===== src/rtl/tlb_flush_sequencer.sv =====
// SFENCE.VMA engine: clears the whole TLB or walks it invalidating matching entries.
// Define TLB_FLUSH_ASID_EN to qualify selective flushes by ASID and global bit.
module tlb_flush_sequencer #(
    parameter  int TLB_ENTRIES = 16,
    parameter  int ASID_WIDTH  = 9,
    localparam int IW          = $clog2(TLB_ENTRIES)
) (
    input  logic                  clk_i,
    input  logic                  rst_ni,
    input  logic                  tlb_flush_i,
    input  logic                  tlb_flush_type_i,
    input  logic [31:0]           tlb_flush_vaddr_i,
    input  logic [31:0]           tlb_flush_asid_i,
    output logic                  busy_o,
    output logic                  done_o,
    output logic                  tlb_rd_o,
    output logic [IW-1:0]         tlb_rd_idx_o,
    input  logic                  tlb_tag_valid_i,
    input  logic                  tlb_tag_global_i,
    input  logic                  tlb_tag_mega_i,
    input  logic [19:0]           tlb_tag_vpn_i,
    input  logic [ASID_WIDTH-1:0] tlb_tag_asid_i,
    output logic                  tlb_inv_o,
    output logic [IW-1:0]         tlb_inv_idx_o,
    output logic                  tlb_inv_all_o
);

    typedef enum logic [2:0] {
        S_IDLE,
        S_ALL,
        S_WALK,
        S_DRAIN,
        S_DONE
    } state_t;

    state_t                r_state;
    logic [19:0]           r_vpn;
    logic [ASID_WIDTH-1:0] r_asid;
    logic                  r_pend;
    logic                  r_pend_type;
    logic [19:0]           r_pend_vpn;
    logic [ASID_WIDTH-1:0] r_pend_asid;
    logic                  r_cmp;
    logic [IW-1:0]         r_inv_idx;

    logic                  w_accept;
    logic                  w_take_req;
    logic                  w_take_pend;
    logic                  w_go;
    logic                  w_go_type;
    logic [19:0]           w_go_vpn;
    logic [ASID_WIDTH-1:0] w_go_asid;
    logic                  w_queue_req;
    logic                  w_last;
    logic                  w_vpn_hit;
    logic                  w_asid_hit;
    logic                  w_unused;

    always_comb begin
        w_accept    = (r_state == S_IDLE) || (r_state == S_DONE);
        w_take_req  = w_accept && tlb_flush_i;
        w_take_pend = (r_state == S_DONE) && r_pend && !tlb_flush_i;
        w_go        = w_take_req || w_take_pend;
        w_go_type   = w_take_req ? tlb_flush_type_i : r_pend_type;
        w_go_vpn    = w_take_req ? tlb_flush_vaddr_i[31:12] : r_pend_vpn;
        w_go_asid   = w_take_req ? tlb_flush_asid_i[ASID_WIDTH-1:0]
                                 : r_pend_asid;
        w_queue_req = tlb_flush_i && !w_accept;
        w_last      = (tlb_rd_idx_o == IW'(TLB_ENTRIES - 1));
    end

    // Megapage tags only carry a meaningful VPN[1] field.
    always_comb begin
        if (tlb_tag_mega_i)
            w_vpn_hit = (tlb_tag_vpn_i[19:10] == r_vpn[19:10]);
        else
            w_vpn_hit = (tlb_tag_vpn_i == r_vpn);
    end

`ifdef TLB_FLUSH_ASID_EN
    assign w_asid_hit = !tlb_tag_global_i && (tlb_tag_asid_i == r_asid);
    assign w_unused   = ^{tlb_flush_vaddr_i[11:0],
                          tlb_flush_asid_i[31:ASID_WIDTH]};
`else
    assign w_asid_hit = 1'b1;
    assign w_unused   = ^{tlb_flush_vaddr_i[11:0],
                          tlb_flush_asid_i[31:ASID_WIDTH],
                          tlb_tag_global_i, tlb_tag_asid_i, r_asid};
`endif

    // Tag data arrives one cycle after the read, so the compare is a stage behind.
    assign tlb_inv_o     = r_cmp && tlb_tag_valid_i && w_vpn_hit && w_asid_hit;
    assign tlb_inv_idx_o = r_inv_idx;

    always_ff @(posedge clk_i or negedge rst_ni) begin
        if (!rst_ni) begin
            r_state       <= S_IDLE;
            r_vpn         <= '0;
            r_asid        <= '0;
            r_pend        <= 1'b0;
            r_pend_type   <= 1'b0;
            r_pend_vpn    <= '0;
            r_pend_asid   <= '0;
            r_cmp         <= 1'b0;
            r_inv_idx     <= '0;
            busy_o        <= 1'b0;
            done_o        <= 1'b0;
            tlb_rd_o      <= 1'b0;
            tlb_rd_idx_o  <= '0;
            tlb_inv_all_o <= 1'b0;
        end else begin
            r_cmp         <= tlb_rd_o;
            r_inv_idx     <= tlb_rd_idx_o;
            done_o        <= 1'b0;
            tlb_inv_all_o <= 1'b0;
            if (w_queue_req) begin
                r_pend      <= 1'b1;
                r_pend_type <= tlb_flush_type_i;
                r_pend_vpn  <= tlb_flush_vaddr_i[31:12];
                r_pend_asid <= tlb_flush_asid_i[ASID_WIDTH-1:0];
            end
            case (r_state)
                S_IDLE, S_DONE: begin
                    if (w_go) begin
                        r_vpn  <= w_go_vpn;
                        r_asid <= w_go_asid;
                        r_pend <= 1'b0;
                        busy_o <= 1'b1;
                        if (w_go_type) begin
                            r_state      <= S_WALK;
                            tlb_rd_o     <= 1'b1;
                            tlb_rd_idx_o <= '0;
                        end else begin
                            r_state       <= S_ALL;
                            tlb_inv_all_o <= 1'b1;
                        end
                    end else begin
                        r_state <= S_IDLE;
                        busy_o  <= 1'b0;
                    end
                end
                S_ALL: begin
                    r_state <= S_DONE;
                    done_o  <= 1'b1;
                end
                S_WALK: begin
                    if (w_last) begin
                        r_state  <= S_DRAIN;
                        tlb_rd_o <= 1'b0;
                    end else begin
                        tlb_rd_idx_o <= tlb_rd_idx_o + IW'(1);
                    end
                end
                S_DRAIN: begin
                    r_state <= S_DONE;
                    done_o  <= 1'b1;
                end
                default: begin
                    r_state <= S_IDLE;
                    busy_o  <= 1'b0;
                end
            endcase
        end
    end

endmodule


===== config.mk =====
export PLATFORM = sky130hd
export DESIGN_NAME = tlb_flush_sequencer
export DESIGN_NICKNAME = d
export VERILOG_FILES = /design/src/rtl/tlb_flush_sequencer.sv
export SDC_FILE = /design/constraint.sdc
export NUM_CORES = 1
export LEC_CHECK = 0
export CAP_MARGIN = 5
export CORE_ASPECT_RATIO = 1.75
export CORE_MARGIN = 3
export CORE_UTILIZATION = 46
export CTS_BUF_LIST = sky130_fd_sc_hd__clkbuf_2 sky130_fd_sc_hd__clkbuf_4 sky130_fd_sc_hd__clkbuf_8
export DETAILED_ROUTE_END_ITERATION = 8
export PLACE_DENSITY = 0.95
export SLEW_MARGIN = 0
export SYNTH_ARGS = -nofsm -noshare
export SYNTH_HDL_FRONTEND = slang
export SYNTH_SLANG_ARGS = --single-unit

===== constraint.sdc =====
create_clock -name clk_i -period 3.3 [get_ports clk_i]
set_input_delay 0.33 -clock clk_i [delete_from_list [all_inputs] [get_ports clk_i]]
set_output_delay 0.33 -clock clk_i [all_outputs]
set_load 0.05 [all_outputs]

# [Word-level counts from Yosys, hierarchy flattened]
# Cells that the tools add are included.
[totals] inputBits=100 elab_cells=66 ff_bits=58
[op_classes] addsub=1 eq_ne=11 n_reduce_logical=18 muxes=24
[ops] op="$eq 20x20->1" n=1
[ops] op="$mux 20" n=1
[ops] op="$mux 1" n=13
[ops] op="$mux 4" n=3
[ops] op="$eq 10x10->1" n=1
[ops] op="$pmux 3 s3" n=1
[ops] op="$ne 2x2->1 const B" n=4
[ops] op="$pmux 4 s2" n=1
[ops] op="$reduce_and 4->1" n=2
[ops] op="$eq 3x2->1 const B" n=2
[ops] op="$logic_and 1x1->1" n=6
[ops] op="$mux 3" n=2
[ops] op="$add 4x1->4 const B" n=1
[ops] op="$eq 4x4->1 const B" n=1
[ops] op="$pmux 1 s2" n=2
[ops] op="$reduce_or 2->1" n=2
[ops] op="$eq 3x1->1 const B" n=1
[ops] op="$eq 3x3->1 const B" n=1
[ops] op="$logic_not 3->1" n=1
[ops] op="$reduce_or 3->1" n=1
[ops] op="$logic_not 1->1" n=2
[ops] op="$logic_or 1x1->1" n=2
[ops] op="$mux 2" n=1
[ops] op="$reduce_and 2->1" n=1
[ops] op="$reduce_bool 2->1" n=1

# [Logic depth before layout (Yosys ltp)]
# Gate-level depths: netlist of run 1.
[depth] depth_word=7 mapped_depth=6 ltp_nobuf=5

# [Worst setup path after synthesis of run 1]
# No wires, ideal clock.
[synth_timing] kind="register to output" from="reg r_vpn[7]" to="out tlb_inv_o" path_stages_with_launch=5 t_arrival_ns=2.480 slack_ns=0.490 required_time_ns=2.970 path_cell_list="dfrtp_1 -> xor2_1 -> nor4_1 -> a41oi_1 -> nor4_1"
[synth_between] elab_chain_cells=3
[synth_rtl] element="from (decl)" line_no="37" rtl="logic [19:0] r_vpn;"
[synth_rtl] element="from (signal assigned)" line_no="125" rtl="r_vpn <= w_go_vpn;"
[synth_rtl] element="$eq 20x20->1" line_no="77" rtl="w_vpn_hit = (tlb_tag_vpn_i == r_vpn);"
[synth_rtl] element="$mux 1" line_no="74" rtl="if (tlb_tag_mega_i)"
[synth_rtl] element="$logic_and 1x1->1" line_no="92" rtl="assign tlb_inv_o = r_cmp && tlb_tag_valid_i && w_vpn_hit && w_asid_hit;"
[synth_rtl] element="to (decl)" line_no="23" rtl="output logic tlb_inv_o,"
# Every way passes these cells.

# [Worst setup path in the final report of run 1]
[layout_timing] from="in tlb_tag_vpn_i[7]" to="out tlb_inv_o"
[layout_between] elab_chain_cells=3
[layout_rtl] element="from (decl)" line_no="21" rtl="input logic [19:0] tlb_tag_vpn_i,"
[layout_rtl] element="$eq 20x20->1" line_no="77"
[layout_rtl] element="$mux 1" line_no="74"
[layout_rtl] element="$logic_and 1x1->1" line_no="92"
# Every way passes these cells.

==> impl_metrics.env, run 1 <==
export IMPL_grt_pass1_wl_um=8997
export IMPL_ys_ff_latch=58
export IMPL_overflow=0
export IMPL_drtAntennaViolNets=0
export IMPL_mostFrequentLayoutCell="dfrtp_1"
export IMPL_synth_edf_count=0
export IMPL_final_layout_size_suffix_gt1_share_pct=15.52
export IMPL_die_x_um=62.16
export IMPL_die_h_um=104.3
export IMPL_netlist_instances=209
export IMPL_grt_max_degree=39
export IMPL_max_slew_margin_pct=45.39
export IMPL_yosysWarnings=0
export IMPL_cts_sinks=58
export IMPL_path_class="input port to output port"
export IMPL_crit_arrival_ns=2.65
export IMPL_setup_tns_ns=0
export IMPL_hold_viol_final=0
export IMPL_synthAdderAreaFrac_pct=0.4929
export IMPL_antenna_found_initial=0
export IMPL_powerDensity_mw_per_mm2=897.8
export IMPL_first_pass_iters=5
export IMPL_viasPerCell=5.043
export IMPL_cts_setup_buffers=0
export IMPL_p_total_mw=3.049
export IMPL_syn2layout_area_growth_pct=33.76
export IMPL_synth_seq_area_share_pct=57.17
export IMPL_final_max_slew_viol_count=0
export IMPL_muxShareOfSynthArea_pct=15.23
export IMPL_synth_cell_types=29
export IMPL_synth_simple_gate_area_share_pct=8.724
export IMPL_clk_path_buf_depth=2
export IMPL_htree_levels=3
export IMPL_post_dp_hpwl_um=3954
export IMPL_synth_async_reset_ratio_pct=100.0
export IMPL_finalCritPeriodShare_pct=90.23
export IMPL_route_detailed_drc=0
export IMPL_wl_per_cell_um=15.17
export IMPL_required_ns=2.97
export IMPL_peakVddDrop_mv=0.3564
export IMPL_wirelength_um=5325
export IMPL_num_antenna_cells=0
export IMPL_finClkSkew_ns=0.005610
export IMPL_syn_num_nets=310
export IMPL_track_usage_pct=18.08
export IMPL_globalplace_congestion=0.8138
export IMPL_path_clk_slew_ns=0.06
export IMPL_path_max_fanout=1
export IMPL_cts_buffers=9
export IMPL_drt_iter0_drc=118
export IMPL_post_place_ws_ns=0.3113
export IMPL_hp_class="input port to asynchronous set/reset pin"
export IMPL_portBuffers=58
export IMPL_leakage_nw=1.488
export IMPL_placementRows=35
export IMPL_final_cell_mix="58 x dfrtp_1, 57 x clkdlybuf4s50_1, 21 x mux2_2, 20 x o21ai_0, 18 x nand2_1"
export IMPL_n_fill_cell=392
export IMPL_synth_xor_area_share_pct=7.590
export IMPL_fmax_ghz=0.3358
export IMPL_synth_area_per_cell_um2=12.15
export IMPL_tightest_slew_ns=0.8191
export IMPL_die_area_mm2=0.006481
export IMPL_cts_tree="yes"
export IMPL_fin_ws_ns=0.3223
export IMPL_synth_top_family_by_area="multiplexers"
export IMPL_critPathLaunchType="input port"
export IMPL_setup_viol=0
export IMPL_initial_core_util_pct=47.91
export IMPL_insertion_delay_ns=0.33
export IMPL_layout_min_cycle_time_ns=2.978
export IMPL_end_kind="output port"
export IMPL_io_pin_count=113
export IMPL_synth_ff_type="dfrtp_1"
export IMPL_synth_compound_area_share_pct=8.034
export IMPL_nNetsFinal=374
export IMPL_postCtsResizedCells=0
export IMPL_core_area_mm2=0.005299
export IMPL_status="completed"
export IMPL_maxCapViolations=0
export IMPL_clockRootBuffer="clkbuf_8"
export IMPL_rsz0062_at_grt="false"
export IMPL_synthesis_area_mm2=0.002539
export IMPL_grt_pass1_vias=1911
export IMPL_vias=1770
export IMPL_cts_hold_buf=0
[synthesized netlist by cell type (4+ instances only)]
master    number  area [um^2]
a222oi_1       6        60.06
buf_2          5        25.02
dfrtp_1       58         1451
inv_1          7        26.28
mux2_2        21        236.5
mux2i_1       15        150.1
nand2_1       18        67.56
nand3_1        4        20.02
nor2_1         6        22.52
nor2b_1        4        25.02
o21ai_0       21        105.1
xnor2_1       10        87.58
xor2_1        12        105.1
[power by group]
part | total, mW | switching, mW | internal (mW)
combinational | 1.15 | 0.614 | 0.537
clock | 0.628 | 0.249 | 0.379
sequential | 1.27 | 0.221 | 1.05
[final timing paths]
check / to / slack (ns) / cells past startpoint / start
max in group asynchronous: r_vpn[19]$_DFFE_PN0P_ / 2.41 / 2 / rst_ni
worst min register to register: r_cmp$_DFF_PN0_ / 0.41 / 0 / tlb_rd_o$_DFFE_PN0P_
worst min-delay path: tlb_inv_idx_o[3]$_DFF_PN0_ / 0.09 / 1 / rst_ni
min in group clk_i: r_cmp$_DFF_PN0_ / 0.41 / 0 / tlb_rd_o$_DFFE_PN0P_
worst max register to register: r_pend_vpn[2]$_DFFE_PN0P_ / 1.45 / 3 / r_state[0]$_DFFE_PN0P_
worst max-delay path: tlb_inv_o / 0.32 / 6 / tlb_tag_vpn_i[7]
[layer usage]
layer  wire, um  track usage [%]
met5          0                0
met4        145            9.652
met3        211            5.514
met2       2987            31.71
met1       1980            19.14
[area by class of cell]
type	count	area, um^2	share of cell area (%)
sequential	58	1451	42.74
inverter	7	26.28	0.7738
tap	74	92.59	2.727
clock buffer	12	152.6	4.495
clock inverter	3	40.04	1.179
timing repair buffer	62	605.6	17.83
multi-input combinational	135	1027	30.25
[kinds of logic (layout without fill, tap and decap cells)]
family | count (synthesis) | after routing
adder cells (fa/ha/maj) | 1 | 1
AND/OR/NAND/NOR | 44 | 44
XOR/XNOR | 22 | 22
AO/OA/AOI/OAI | 32 | 32
buffers and inverters | 16 | 84
multiplexers | 36 | 36
flip-flops | 58 | 58
[through the flow]
step | instance area (um^2) | hold WS, ns | utilization (%) | instances
floorplan | 2539 | 0.03441 | - | 209
global placement | 3203 | 0.3950 | 60.45 | 336
detailed placement | 3203 | 0.3901 | 60.45 | 336
CTS | 3396 | 0.1027 | 64.09 | 351
global route | 3396 | 0.1584 | 64.09 | 351
finish | 3396 | 0.09442 | 64.09 | 351
[critical path, cell delays in order]
cell             delay, ns
clkdlybuf4s50_1       0.44
xor2_1                0.16
nor4_1                0.34
a41oi_1               0.19
nor4_1                0.33
clkdlybuf4s50_1       0.85
[flip-flops by register name (all words and copies together) (netlist names)]
name           count
tlb_inv_all_o      1
r_cmp              1
r_state            3
r_pend_type        1
tlb_rd_idx_o       4
r_pend             1
tlb_inv_idx_o      4
busy_o             1
r_pend_vpn        20
tlb_rd_o           1
done_o             1
r_vpn             20
(Power assumes the default switching activity.)
==> run 2, diff against run 1 <==
--- a/config.mk
+++ b/config.mk
@@ -7,7 +7,7 @@
 export LEC_CHECK = 0
 export CAP_MARGIN = 5
 export CORE_ASPECT_RATIO = 1.75
-export CORE_MARGIN = 3
+export CORE_MARGIN = 4
 export CORE_UTILIZATION = 46
 export CTS_BUF_LIST = sky130_fd_sc_hd__clkbuf_2 sky130_fd_sc_hd__clkbuf_4 sky130_fd_sc_hd__clkbuf_8
 export DETAILED_ROUTE_END_ITERATION = 8
==> constraint.sdc (replaced) <==
create_clock -name clk_i -period 3.3 [get_ports clk_i]
set_input_delay 0.66 -clock clk_i [delete_from_list [all_inputs] [get_ports clk_i]]
set_output_delay 0.66 -clock clk_i [all_outputs]
set_load 0.05 [all_outputs]
==> run 2 against run 1 <==
Effect of this change:
- global-route usage fell by 1.8 points
- non-clock buffer count up 1
- register-to-register slack got worse by 0.10 ns
- clock skew shrank 0.0013 ns
- flip-flop and latch count did not move
- first-iteration DRC count shrank 30%
- total power down 2.7%
- hold slack better by 0.32 ns
- die area up 5.2%
- final cell count is 0.28% lower
- cell area about the same
- critical endpoint unchanged
- largest cell class unchanged
==> impl_metrics.env, run 2 (synthesis gave the netlist of run 1 again) <==
export IMPL_die_h_um=106.3
export IMPL_initial_core_util_pct=47.91
export IMPL_globalplace_congestion=0.7651
export IMPL_vias=1791
export IMPL_cts_sinks=58
export IMPL_num_antenna_cells=0
export IMPL_cts_tree="yes"
export IMPL_powerDensity_mw_per_mm2=874.0
export IMPL_regArea_mm2=0.001451
export IMPL_clockRootBuffer="clkbuf_8"
export IMPL_portBuffers=58
export IMPL_post_dp_hpwl_um=3858
export IMPL_setup_tns_ns=0
export IMPL_setup_viol=0
export IMPL_track_usage_pct=16.31
export IMPL_wl_per_cell_um=14.48
export IMPL_hp_class="input port to asynchronous set/reset pin"
export IMPL_p_total_mw=2.966
export IMPL_top_regs="r_pend_vpn x20, r_vpn x20"
export IMPL_layout_min_cycle_time_ns=3.105
export IMPL_combPwrFrac_pct=38.6
export IMPL_mostFrequentLayoutCell="dfrtp_1"
export IMPL_swShare_pct=35.66
export IMPL_peakVddDrop_mv=0.4437
export IMPL_switching_power_mw=1.057
export IMPL_critPathLaunchType="input port"
export IMPL_core_area_mm2=0.005299
export IMPL_rsz0062_at_grt="false"
export IMPL_placementRows=35
export IMPL_final_cell_mix="58 x dfrtp_1, 56 x clkdlybuf4s50_1, 21 x mux2_2, 20 x o21ai_0, 18 x nand2_1"
export IMPL_finClkSkew_ns=0.004268
export IMPL_cts_buffers=9
export IMPL_route_detailed_drc=0
export IMPL_multi_input_area_mm2=0.001033
export IMPL_final_layout_size_suffix_gt1_share_pct=15.94
export IMPL_required_ns=2.64
export IMPL_crit_arrival_ns=2.44
export IMPL_maxCapViolations=0
export IMPL_syn2layout_area_growth_pct=33.66
export IMPL_leakage_nw=1.483
export IMPL_path_clk_slew_ns=0.05
export IMPL_finalCritPeriodShare_pct=94.08
export IMPL_cts_setup_buffers=0
export IMPL_status="completed"
export IMPL_first_pass_iters=4
export IMPL_htree_levels=3
export IMPL_grt_max_degree=37
export IMPL_grt_pass1_wl_um=8583
export IMPL_final_max_slew_viol_count=0
export IMPL_io_pin_count=113
export IMPL_path_class="input port to output port"
export IMPL_wirelength_um=5067
export IMPL_die_area_mm2=0.006818
export IMPL_internal_power_mw=1.908
export IMPL_clk_path_buf_depth=2
export IMPL_nNetsFinal=375
export IMPL_drtAntennaViolNets=0
export IMPL_n_fill_cell=412
export IMPL_viasPerCell=5.117
export IMPL_seqPwrFrac_pct=43.0
export IMPL_antenna_found_initial=0
export IMPL_grt_pass1_vias=1958
export IMPL_die_x_um=64.16
export IMPL_hold_viol_final=0
export IMPL_path_max_fanout=1
export IMPL_overflow=0
export IMPL_tightest_slew_ns=1.129
export IMPL_insertion_delay_ns=0.32
export IMPL_fmax_ghz=0.3221
export IMPL_drt_iter0_drc=83
export IMPL_clkPwrFrac_pct=18.4
export IMPL_postCtsResizedCells=0
export IMPL_max_slew_margin_pct=24.70
export IMPL_cts_hold_buf=0
export IMPL_end_kind="output port"
run 2: cell types whose count changed in the layout (fill, tap and decap cells not counted), sizes merged:
cell and change:
buf +2, clkbuf +1, bufinv -1, clkinv -2
clkdlybuf4s50 -1
run 2: final timing paths:
path,start,end,slack (ns),depth (start not counted)
max in group asynchronous,rst_ni,r_vpn[19]$_DFFE_PN0P_,2.21,2
hold / removal,rst_ni,tlb_inv_idx_o[2]$_DFF_PN0_,0.41,1
hold reg to reg,tlb_rd_o$_DFFE_PN0P_,r_cmp$_DFF_PN0_,0.43,0
setup / recovery,tlb_tag_vpn_i[9],tlb_inv_o,0.20,6
setup reg to reg,r_state[0]$_DFFE_PN0P_,r_pend_vpn[3]$_DFFE_PN0P_,1.35,2
min in group clk_i,tlb_rd_o$_DFFE_PN0P_,r_cmp$_DFF_PN0_,0.43,0
run 2: worst max-delay path, stage by stage:
cell and delay, ns:
clkdlybuf4s50_1 0.42, xor2_1 0.15, nor4_1 0.37, a41oi_1 0.24, nor4_2 0.42, buf_12 0.18
run 2: metal layers:
layer  vias to the layer above  track usage [%]  part of all wire [%]
met5                         -                0                     0
met4                         0            10.29                   3.1
met3                        10            4.440                   4.6
met2                        47            28.13                    55
met1                       873            17.15                    37
li1                        861                -                     -
run 2: per-stage QoR:
stage | setup slack, ns | std cells | util (%) | hold slack, ns | instance area (um^2)
after CTS | 0.1229 | 350 | 64.04 | 0.4300 | 3393
after global placement | 0.1728 | 337 | 60.90 | 0.4162 | 3227
final | 0.1954 | 350 | 64.04 | 0.4132 | 3393
after detailed placement | 0.1229 | 337 | 60.90 | 0.4332 | 3227
after global routing | 0.06182 | 350 | 64.04 | 0.4545 | 3393
after floorplan | 0.4421 | 209 | - | 0.3644 | 2545
run 2: layout make-up:
cell class / instances / area share [%]
Inverter: 7 / 0.7743
Sequential cell: 58 / 42.77
Multi-Input combinational cell: 135 / 30.46
Tap cell: 74 / 2.729
Clock buffer: 13 / 4.904
Timing Repair Buffer: 63 / 18.36
run 2: power groups by stage:
stage | Clock [mW] | Combinational (mW) | Sequential [mW]
4_1_cts | 0.565 | 1.16 | 1.27
3_3_place_gp | 0 | 1.12 | 1.26
3_5_place_dp | 0 | 1.16 | 1.29
2_1_floorplan | 0 | 0.652 | 1.42
6_report | 0.546 | 1.15 | 1.27
5_1_grt | 0.602 | 1.26 | 1.32
==> run 3, diff against run 2 <==
--- a/config.mk
+++ b/config.mk
@@ -8,8 +8,7 @@
 export CAP_MARGIN = 5
 export CORE_ASPECT_RATIO = 1.75
 export CORE_MARGIN = 4
-export CORE_UTILIZATION = 46
-export CTS_BUF_LIST = sky130_fd_sc_hd__clkbuf_2 sky130_fd_sc_hd__clkbuf_4 sky130_fd_sc_hd__clkbuf_8
+export CORE_UTILIZATION = 45
 export DETAILED_ROUTE_END_ITERATION = 8
 export PLACE_DENSITY = 0.95
 export SLEW_MARGIN = 0
==> run 3 against run 2 <==
Effect of this change:
- core utilization decreased by 2.3 points
- sequential share of layout area decreased by 0.36 points
- clock power increased by 15%
- register-to-register slack lost 0.05 ns
- combinational power barely moved
- maximum frequency is 2.0% higher
- non-clock buffer count shrank 2
- via count down 1.3%
- hold slack got worse by 0.068 ns
- wire length is 5.4% higher
- first-iteration DRC count is 16% lower
- clock-buffer cell count is 2 higher
- highest routed layer unchanged
==> impl_metrics.env, run 3 (synthesis gave the netlist of run 1 again) <==
export IMPL_clk_path_buf_depth=2
export IMPL_htree_levels=3
export IMPL_wl_per_cell_um=15.12
export IMPL_portBuffers=58
export IMPL_crit_arrival_ns=2.38
export IMPL_layout_min_cycle_time_ns=3.043
export IMPL_fin_ws_ns=0.2572
export IMPL_cts_buffers=9
export IMPL_finClkSkew_ns=0.004049
export IMPL_grt_max_degree=32
export IMPL_max_stage_delay_ns=0.41
export IMPL_cts_sinks=58
export IMPL_top_regs="r_pend_vpn x20, r_vpn x20"
export IMPL_setup_tns_ns=0
export IMPL_drtAntennaViolNets=0
export IMPL_fmax_ghz=0.3286
export IMPL_final_cell_mix="58 x dfrtp_1, 56 x clkdlybuf4s50_1, 21 x mux2_2, 20 x o21ai_0, 18 x nand2_1"
export IMPL_die_area_mm2=0.006954
export IMPL_syn2layout_area_growth_pct=34.80
export IMPL_reg2reg_depth=2
export IMPL_vias=1767
export IMPL_peakVddDrop_mv=0.4550
export IMPL_globalplace_congestion=0.7785
export IMPL_slowest_stage="clkdlybuf4s50_1"
export IMPL_cp_top_family="simple AND/OR/NAND/NOR gates"
export IMPL_grt_pass1_wl_um=8769
export IMPL_num_antenna_cells=0
export IMPL_track_usage_pct=17.02
export IMPL_path_buf_inv=2
export IMPL_required_ns=2.64
export IMPL_path_clk_slew_ns=0.06
export IMPL_end_kind="output port"
export IMPL_drt_iter0_drc=70
export IMPL_hp_class="input port to asynchronous set/reset pin"
export IMPL_max_slew_margin_pct=19.89
export IMPL_r2r_end="r_pend_vpn[19]$_DFFE_PN0P_"
export IMPL_wirelength_um=5339
export IMPL_ff2ff_setup_slack_ns=1.30
export IMPL_final_cells=353
export IMPL_core_area_mm2=0.005540
export IMPL_viasPerCell=5.006
export IMPL_grt_pass1_vias=1892
export IMPL_cp_common_cell="nor4_2"
export IMPL_maxCapViolations=0
export IMPL_path_class="input port to output port"
export IMPL_post_dp_hpwl_um=4013
export IMPL_dpl_cell_count=337
export IMPL_rsz0062_at_grt="false"
export IMPL_route_detailed_drc=0
export IMPL_finalCritPeriodShare_pct=92.21
export IMPL_status="completed"
export IMPL_first_pass_iters=5
export IMPL_leakage_nw=1.492
export IMPL_clockRootBuffer="clkbuf_8"
export IMPL_nNetsFinal=373
export IMPL_antenna_found_initial=0
export IMPL_die_x_um=64.78
export IMPL_final_max_slew_viol_count=0
export IMPL_overflow=0
export IMPL_placementRows=36
export IMPL_initial_core_util_pct=45.82
export IMPL_hold_viol_final=0
export IMPL_path_max_fanout=1
export IMPL_path_cells="clkdlybuf4s50_1 -> xor2_1 -> nor4_2 -> a41oi_1 -> nor4_2 -> buf_12"
export IMPL_insertion_delay_ns=0.32
export IMPL_post_place_ws_ns=0.1391
export IMPL_critPathLaunchType="input port"
export IMPL_final_util_pct=61.77
export IMPL_setup_viol=0
export IMPL_r2r_start="r_state[0]$_DFFE_PN0P_"
export IMPL_whs_ns=0.3450
export IMPL_cts_tree="yes"
export IMPL_mostFrequentLayoutCell="dfrtp_1"
export IMPL_die_h_um=107.4
export IMPL_powerDensity_mw_per_mm2=891.5
export IMPL_cts_hold_buf=0
export IMPL_final_layout_size_suffix_gt1_share_pct=16.25
export IMPL_io_pin_count=113
export IMPL_tightest_slew_ns=1.202
[run 3: how the worst max path moves through the flow]
stage / from / end / cells past startpoint
after floorplan: tlb_tag_vpn_i[7] / tlb_inv_o / 4
after global placement: tlb_tag_vpn_i[9] / tlb_inv_o / 6
after detailed placement: tlb_tag_vpn_i[9] / tlb_inv_o / 6
after CTS: tlb_tag_vpn_i[9] / tlb_inv_o / 6
after global routing: tlb_tag_vpn_i[5] / tlb_inv_o / 6
final: tlb_tag_vpn_i[9] / tlb_inv_o / 6
[run 3: final cells by class]
class | count | area [um^2]
fillers | 449 | 2118
inverters | 7 | 26.28
well taps | 76 | 95.09
multi-input cells | 135 | 1040
clock inverters | 1 | 5.005
clock buffers | 15 | 196.4
flip-flops and latches | 58 | 1451
repair buffers | 61 | 608.1
[run 3: report_power, final]
group | total [mW] | switching [mW] | internal [mW]
Clock | 0.628 | 0.253 | 0.374
Combinational | 1.15 | 0.615 | 0.536
Sequential | 1.27 | 0.223 | 1.05
Total | 3.05 | 1.09 | 1.96
[run 3: through the flow]
step	total power [mW]	cell area (um^2)
CTS	3.084	3416
global placement	2.376	3214
global route	3.258	3422
detailed placement	2.449	3214
floorplan	2.070	2545
finish	3.051	3422
[run 3: timing repair]
action / in CTS / in global routing
gates resized for setup: 0 / 1
setup buffers: 0 / 0
endpoints found under the setup margin: 0 / 1
[run 3: layer usage]
| layer | part of all wire, % | vias up | routed length, um | track usage (%) |
|---|---|---|---|---|
| li1 | - | 856 | - | - |
| met1 | 36 | 862 | 1911 | 16.96 |
| met2 | 59 | 44 | 3125 | 31.14 |
| met3 | 4.1 | 5 | 217 | 4.911 |
| met4 | 1.6 | 0 | 85 | 8.623 |
| met5 | 0 | - | 0 | 0 |
